==> config.mk <==
export PLATFORM = sky130hd
export DESIGN_NAME = mem_arbiter
export DESIGN_NICKNAME = d
export VERILOG_FILES = /design/src/rtl/mem_arbiter.sv
export SDC_FILE = /design/constraint.sdc
export NUM_CORES = 1
export LEC_CHECK = 0
export ABC_AREA = 1
export BUFFER_PORTS_ARGS = -buffer_cell sky130_fd_sc_hd__buf_2
export CAP_MARGIN = 20
export CORE_AREA = 2 2 102 104
export CTS_BUF_LIST = sky130_fd_sc_hd__clkbuf_4 sky130_fd_sc_hd__clkbuf_8
export CTS_CLUSTER_DIAMETER = 100
export DETAILED_ROUTE_END_ITERATION = 7
export DIE_AREA = 0 0 104 106
export PLACE_DENSITY_LB_ADDON = 0.2
export SETUP_SLACK_MARGIN = 0.5
export SLEW_MARGIN = 20
export SYNTH_ARGS = -nofsm -noshare
export SYNTH_HDL_FRONTEND = slang
export SYNTH_SLANG_ARGS = --single-unit
==> constraint.sdc <==
create_clock -name clk_i -period 1.3 [get_ports clk_i]
set_clock_uncertainty 0.15 [all_clocks]
set_input_delay 0.13 -clock clk_i [delete_from_list [all_inputs] [get_ports clk_i]]
set_output_delay 0.13 -clock clk_i [all_outputs]
set_load 0.02 [all_outputs]
==> src/rtl/mem_arbiter.sv <==
// -----------------------------------------------------------------------------
// mem_arbiter
//
// Shares one single-port, non-stalling memory between an instruction-fetch
// port and a load/store port. Arbitration is combinational in the request
// cycle: the data port normally wins a conflict, but once the instruction
// port has been refused MAX_WAIT consecutive times it is forced to win. The
// memory returns read data exactly one cycle after it accepts a request, so
// a small response FSM remembers who was granted and routes the returned
// data (or a store acknowledge) back to that port one cycle later.
//
// Parameters
//   MAX_WAIT        consecutive instruction-port refusals before it must win
//                   (legal range 1..15)
//
// Ports
//   clk_i           clock, all state updates on the rising edge
//   reset_i         asynchronous active-high reset
//   instr_req_i     fetch request
//   instr_addr_i    fetch byte address
//   instr_gnt_o     fetch accepted this cycle
//   instr_rvalid_o  fetch data valid
//   instr_rdata_o   fetch data
//   data_req_i      load/store request
//   data_we_i       1 = store, 0 = load
//   data_addr_i     load/store byte address
//   data_wdata_i    store data
//   data_gnt_o      load/store accepted this cycle
//   data_rvalid_o   load data valid or store acknowledged
//   data_rdata_o    load data (0 on store acknowledge)
//   mem_req_o       request to the shared memory
//   mem_we_o        memory write enable
//   mem_addr_o      memory address
//   mem_wdata_o     memory write data
//   mem_rdata_i     memory read data, valid one cycle after an accepted read
// -----------------------------------------------------------------------------
module mem_arbiter #(
    parameter int unsigned MAX_WAIT = 4
) (
    input  logic        clk_i,
    input  logic        reset_i,

    input  logic        instr_req_i,
    input  logic [31:0] instr_addr_i,
    output logic        instr_gnt_o,
    output logic        instr_rvalid_o,
    output logic [31:0] instr_rdata_o,

    input  logic        data_req_i,
    input  logic        data_we_i,
    input  logic [31:0] data_addr_i,
    input  logic [31:0] data_wdata_i,
    output logic        data_gnt_o,
    output logic        data_rvalid_o,
    output logic [31:0] data_rdata_o,

    output logic        mem_req_o,
    output logic        mem_we_o,
    output logic [31:0] mem_addr_o,
    output logic [31:0] mem_wdata_o,
    input  logic [31:0] mem_rdata_i
);

    typedef enum logic [1:0] {
        IDLE,
        RESP_I,
        RESP_DR,
        RESP_DW
    } state_t;

    localparam logic [3:0] WAIT_LIMIT = 4'(MAX_WAIT);
    localparam logic [3:0] WAIT_SAT   = 4'd15;

    state_t     state;
    state_t     state_next;
    logic [3:0] wait_cnt;
    logic [3:0] wait_cnt_next;
    logic       instr_sel;
    logic       data_sel;

    // -------------------------------------------------------------------------
    // Arbitration and memory request mux
    // -------------------------------------------------------------------------
    // NOTE: every signal driven here gets a default before any branch, so no
    // path through the block leaves a value unassigned and no latch appears.
    always_comb begin
        instr_sel   = 1'b0;
        data_sel    = 1'b0;
        mem_we_o    = 1'b0;
        mem_addr_o  = '0;
        mem_wdata_o = '0;

        // A lone requester always wins; on a conflict the data port wins
        // until the instruction port has been starved long enough.
        if (instr_req_i && (!data_req_i || (wait_cnt >= WAIT_LIMIT))) begin
            instr_sel = 1'b1;
        end else if (data_req_i) begin
            data_sel = 1'b1;
        end

        if (instr_sel) begin
            mem_addr_o = instr_addr_i;
        end else if (data_sel) begin
            mem_we_o    = data_we_i;
            mem_addr_o  = data_addr_i;
            mem_wdata_o = data_wdata_i;
        end
    end

    assign instr_gnt_o = instr_sel;
    assign data_gnt_o  = data_sel;
    assign mem_req_o   = instr_req_i | data_req_i;

    // -------------------------------------------------------------------------
    // Starvation counter: counts consecutive refused fetch cycles; any cycle
    // where the fetch port is served or idle starts the count over.
    // -------------------------------------------------------------------------
    always_comb begin
        wait_cnt_next = '0;
        if (instr_req_i && !instr_sel) begin
            wait_cnt_next = (wait_cnt == WAIT_SAT) ? WAIT_SAT : wait_cnt + 4'd1;
        end
    end

    // -------------------------------------------------------------------------
    // Response FSM: next state is fully determined by this cycle's grant, so
    // back-to-back grants produce back-to-back responses with no bubble.
    // -------------------------------------------------------------------------
    always_comb begin
        state_next = IDLE;
        if (instr_sel) begin
            state_next = RESP_I;
        end else if (data_sel) begin
            state_next = data_we_i ? RESP_DW : RESP_DR;
        end
    end

    // NOTE: state registers use non-blocking assignments so every flop samples
    // its input from before the edge, independent of statement order.
    always_ff @(posedge clk_i or posedge reset_i) begin
        if (reset_i) begin
            state    <= IDLE;
            wait_cnt <= '0;
        end else begin
            state    <= state_next;
            wait_cnt <= wait_cnt_next;
        end
    end

    // -------------------------------------------------------------------------
    // Response routing. Memory read data is passed straight through in the
    // cycle after the grant; a store acknowledge carries zero data. Reset
    // forces the FSM to IDLE, which drops any response still in flight.
    // -------------------------------------------------------------------------
    always_comb begin
        instr_rvalid_o = 1'b0;
        instr_rdata_o  = '0;
        data_rvalid_o  = 1'b0;
        data_rdata_o   = '0;
        unique case (state)
            RESP_I: begin
                instr_rvalid_o = 1'b1;
                instr_rdata_o  = mem_rdata_i;
            end
            RESP_DR: begin
                data_rvalid_o = 1'b1;
                data_rdata_o  = mem_rdata_i;
            end
            RESP_DW: begin
                data_rvalid_o = 1'b1;
            end
            default: begin
            end
        endcase
    end

endmodule

# Word-level counts from Yosys, hierarchy flattened
# Index checks and enable logic that the tools add are counted.
# classes
n_addsub,1
mul,0
div,0
order_cmp,1
eq_ne,4
shift,0
mux,18
bitwise,1
n_reduce_logical,6
# op_table
op,count
2-to-1 mux 32 bit,6
2-to-1 mux 1 bit,8
2-to-1 mux 4 bit,2
"adder 4 x 1 -> 4 bit, second input constant",1
"== test 2 bit, second input constant",2
"== test 4 bit, second input constant",1
">= comparator 4 x 3 -> 1 bit, second input constant",1
2-to-1 mux 2 bit,2
"== test 2 x 1 -> 1 bit, second input constant",1
logical AND 1 bit,2
logical NOT 1 bit,2
OR reduction 2 bit,1
logical OR 1 bit,1
bitwise OR 1 bit,1
# word_totals
ff_bits,6
latchBits,0
ramBits,0
mem_bits_ro,0
input_bits,133
output_inout_bits,134
word_cells,33
memories,0

# Longest topological paths before layout
# depth
word_depth,7
depth_mapped,6
ltp_nobuf,5

# Worst setup path before layout
# OpenSTA, ideal clock, no wires.
# synth_path
kind,register -> output
startpoint,reg state[1]
endpoint,out instr_rdata_o[10]
arrival_time_ns,1.329
t_required_ns,1.020
slack_ns,-0.309
path_stages_with_launch,5
path_buffers,1
path_cell_list,dfrtp_1 nor2_1 inv_1 buf_2 nor2_1
# synth_between
elab_chain_len,2
# synth_rtl
element,line,rtl
"start, declared",74,state_t state;
"start signal, assigned",145,state <= state_next;
== test 2 x 1 -> 1 bit,160,unique case (state)
2-to-1 mux 32 bit,160,
"end, declared",47,"output logic [31:0] instr_rdata_o,"
# Every way passes these cells.

# Final worst setup path
# layout_path
startpoint,reg state[1]
endpoint,out instr_rdata_o[16]
# Same word-level chain as after synthesis.

==> metrics.md <==
| Metric | Value |
|---|---|
| Pre-Repair DR Iteration Count | 4 |
| Area growth syn-to-layout | 262% |
| Hold Path Depth | 3 |
| Routed wire length | 8970 µm |
| GR peak layer | met2 |
| Syn nets | 442 |
| Row count | 37 |
| Max-cap violations | 0 |
| CP startpoint kind | register |
| Seq pwr share | 0.077 |
| Global routing usage on met2 | 0.311 |
| CTS root buf | clkbuf_8 |
| Insertion delay to the later sink of the worst-skew pair | 0.23 ns |
| Met1 GRT Util | 0.157 |
| Starting density of the core | 0.146 |
| Clock Sinks | 6 |
| Most common cell after layout, fill and taps aside | buf_2 |
| Outcome | complete, but fails checks |
| ANT nets after route | 0 |
| Failing checks | negative setup slack |
| #FFs+latches synth | 6 |
| TritonCTS clock tree | done |
| Register area share after synthesis | 0.103 |
| Crit-path leading delay family | buffers and inverters |
| Avg Vias per Cell | 3.98 |
| DP Area | 3940 µm² |
| Total Neg Setup Slack | -47.11 ns |
| Unrepaired setup endpoints after global routing | true |
| CP required | 1.02 ns |
| Yosys cell types | 20 |
| Final min period | 1.73 ns |
| Bufs and invs on worst path | 4 |
| Gr ovfl total | 0 |
| Core area | 10000 µm² |
| CP Depth | 6 |
| CP Cell Sequence | nor2_4 > clkinv_4 > buf_6 > buf_8 > nor2_4 > buf_6 |
| Num CTS Buffers | 3 |
| CP Data Arrival Time | 1.45 ns |
| Largest net degree at the start of global routing | 34 |
| Slew Limit Fails | 0 |
| Mean cell area of the mapped netlist | 4.74 µm² |
| Worst Reg-to-Reg Cells | 8 |
| Peak supply drop | 0.000242 V |
| Die area | 11,000 µm² |
| Post-Place Worst Slack | -0.194 ns |
| Critical Setup Path Class | reg -> out |
| DR WL/cell | 12.0 µm |
| Max Fclk | 578 MHz |
| Die X | 104 µm |
| Die H | 106 µm |
| Met3 Track Usage GR | 0.0362 |
| Mapped Cells | 308 |
| Worst-path fanout max | 8 |
| Comb power frac | 0.801 |
| Net load switching power | 1.17 mW |
| Max incr delay on CP | 0.42 ns |
| Placed Cells | 715 |
| First-pass GRT wire length | 13,900 µm |
| Final core occ | 0.529 |
| Tcrit/Tclk final | 1.33 |
| Crit-path slowest cell | dfrtp_2 |
| Final setup viols | 134 |
| Share of cells above drive strength 1 | 0.762 |
| Final hold vios | 0 |
| Via count | 2,963 |
| Final setup margin | -0.431 ns |
| N_diodes | 0 |
| I/O pin count | 267 |
| IO buf count | 266 |
| Initial antenna violation count | 0 |
| Leak | 2.74 nW |
| Clk pin slew, worst setup/hold paths | 0.04 ns |
| Net Sw Frac | 0.442 |
| Ys Warns | 0 |
| Power Density | 500 nW/µm² |
| Final layout net count | 744 |
| CP Capture Type | output pin |
| Final Cell Area | 5290 µm² |
| Int Pwr | 1.47 mW |
| GRT Overall Usage | 0.150 |
| Clock power frac | 0.121 |
| Type of the tightest min-delay check | in -> reg |
| Initial DRC Count | 97 |
| H-tree levels | 1 |
| GPL Wtd Cong | 0.742 |
| Number of global-route vias before repair | 2,992 |
| Most frequent cells in the layout | buf_2, buf_6, nor2_4 |
| Residual DRC count | 0 |
| Clk buf depth | 2 |
| Fin cells | 745 |
| Mapped Area | 1460 µm² |
| Hpwl dp | 6410 µm |
final timing paths:
check / start / to / slack (ns)
max in group asynchronous: reset_i / state[1]$_DFF_PP0_ / 0.64
min in group asynchronous: reset_i / state[1]$_DFF_PP0_ / 0.21
setup reg to reg: wait_cnt[3]$_DFF_PP0_ / state[1]$_DFF_PP0_ / -0.14
setup / recovery: state[1]$_DFF_PP0_ / instr_rdata_o[16] / -0.43
hold reg to reg: wait_cnt[0]$_DFF_PP0_ / wait_cnt[0]$_DFF_PP0_ / 0.36
hold / removal: data_we_i / state[0]$_DFF_PP0_ / 0.1
layout make-up:
cell class              instances  area, µm²
repair buffers                316       2870
clock buffers                   4       48.8
fillers                       902       4710
well taps                     136        170
multi-input cells             211       1770
flip-flops and latches          6        151
inverters                      72        285
flip-flops by register name, indices dropped and copies added (netlist names):
signal / flops
state: 2
wait_cnt: 4
through the flow:
stage	total power, mW	hold slack [ns]
2_1_floorplan	1.20	-0.229
3_3_place_gp	1.75	-0.0881
3_5_place_dp	1.76	-0.0847
4_1_cts	2.53	0.0905
5_1_grt	2.81	0.129
6_report	2.64	0.0952
cells in the mapped netlist (all sizes together):
cell type / instances / area share
a21oi: 4 / 0.021
buf: 16 / 0.078
clkbuf: 4 / 0.010
conb: 1 / 0.0026
dfrtp: 6 / 0.10
ha: 1 / 0.0086
inv: 72 / 0.18
nand2: 69 / 0.19
nand3: 34 / 0.12
nor2: 99 / 0.28
o21ai: 1 / 0.0034
xnor2: 1 / 0.0060
logic make-up (layout without fill, tap and decap cells):
kind of cell	Yosys count	count (layout)	share of synthesized area
other cells	1	1	0.00257
xor+xnor	1	1	0.00599
compound gates	5	5	0.0248
fa+ha+maj	1	1	0.00856
buf+inv	92	392	0.273
simple gates	202	203	0.582
flops	6	6	0.103
power by group through the flow:
stage	Clock, mW	Combinational (mW)	Sequential (mW)
3_3_place_gp	0	1.54	0.206
4_1_cts	0.326	2.00	0.204
5_1_grt	0.356	2.25	0.204
6_report	0.321	2.12	0.204
2_1_floorplan	0	0.991	0.205
3_5_place_dp	0	1.55	0.206
worst register-to-register path: cells and delay by family (launching register included):
| family | cells | cell delay, ns |
|---|---|---|
| AND/OR/NAND/NOR | 4 | 0.34 |
| flip-flops | 1 | 0.38 |
| buffers and inverters | 4 | 0.47 |
layer usage:
layer	wire, µm	vias up	share of wire
met5	0	-	0
met4	31	0	0.0035
met3	687	4	0.077
met2	5220	153	0.58
met1	3030	1317	0.34
li1	-	1489	-
repair_timing:
action / 4_1_cts / 5_1_grt
gates resized for setup: 228 / 66
hold endpoints to repair: 6 / 0
pin swaps: 5 / 4
cloned: 6 / 1
setup endpoints to repair: 139 / 140
hold buffers: 1 / 0
setup buffers: 12 / 6
(Power assumes the default switching activity.)
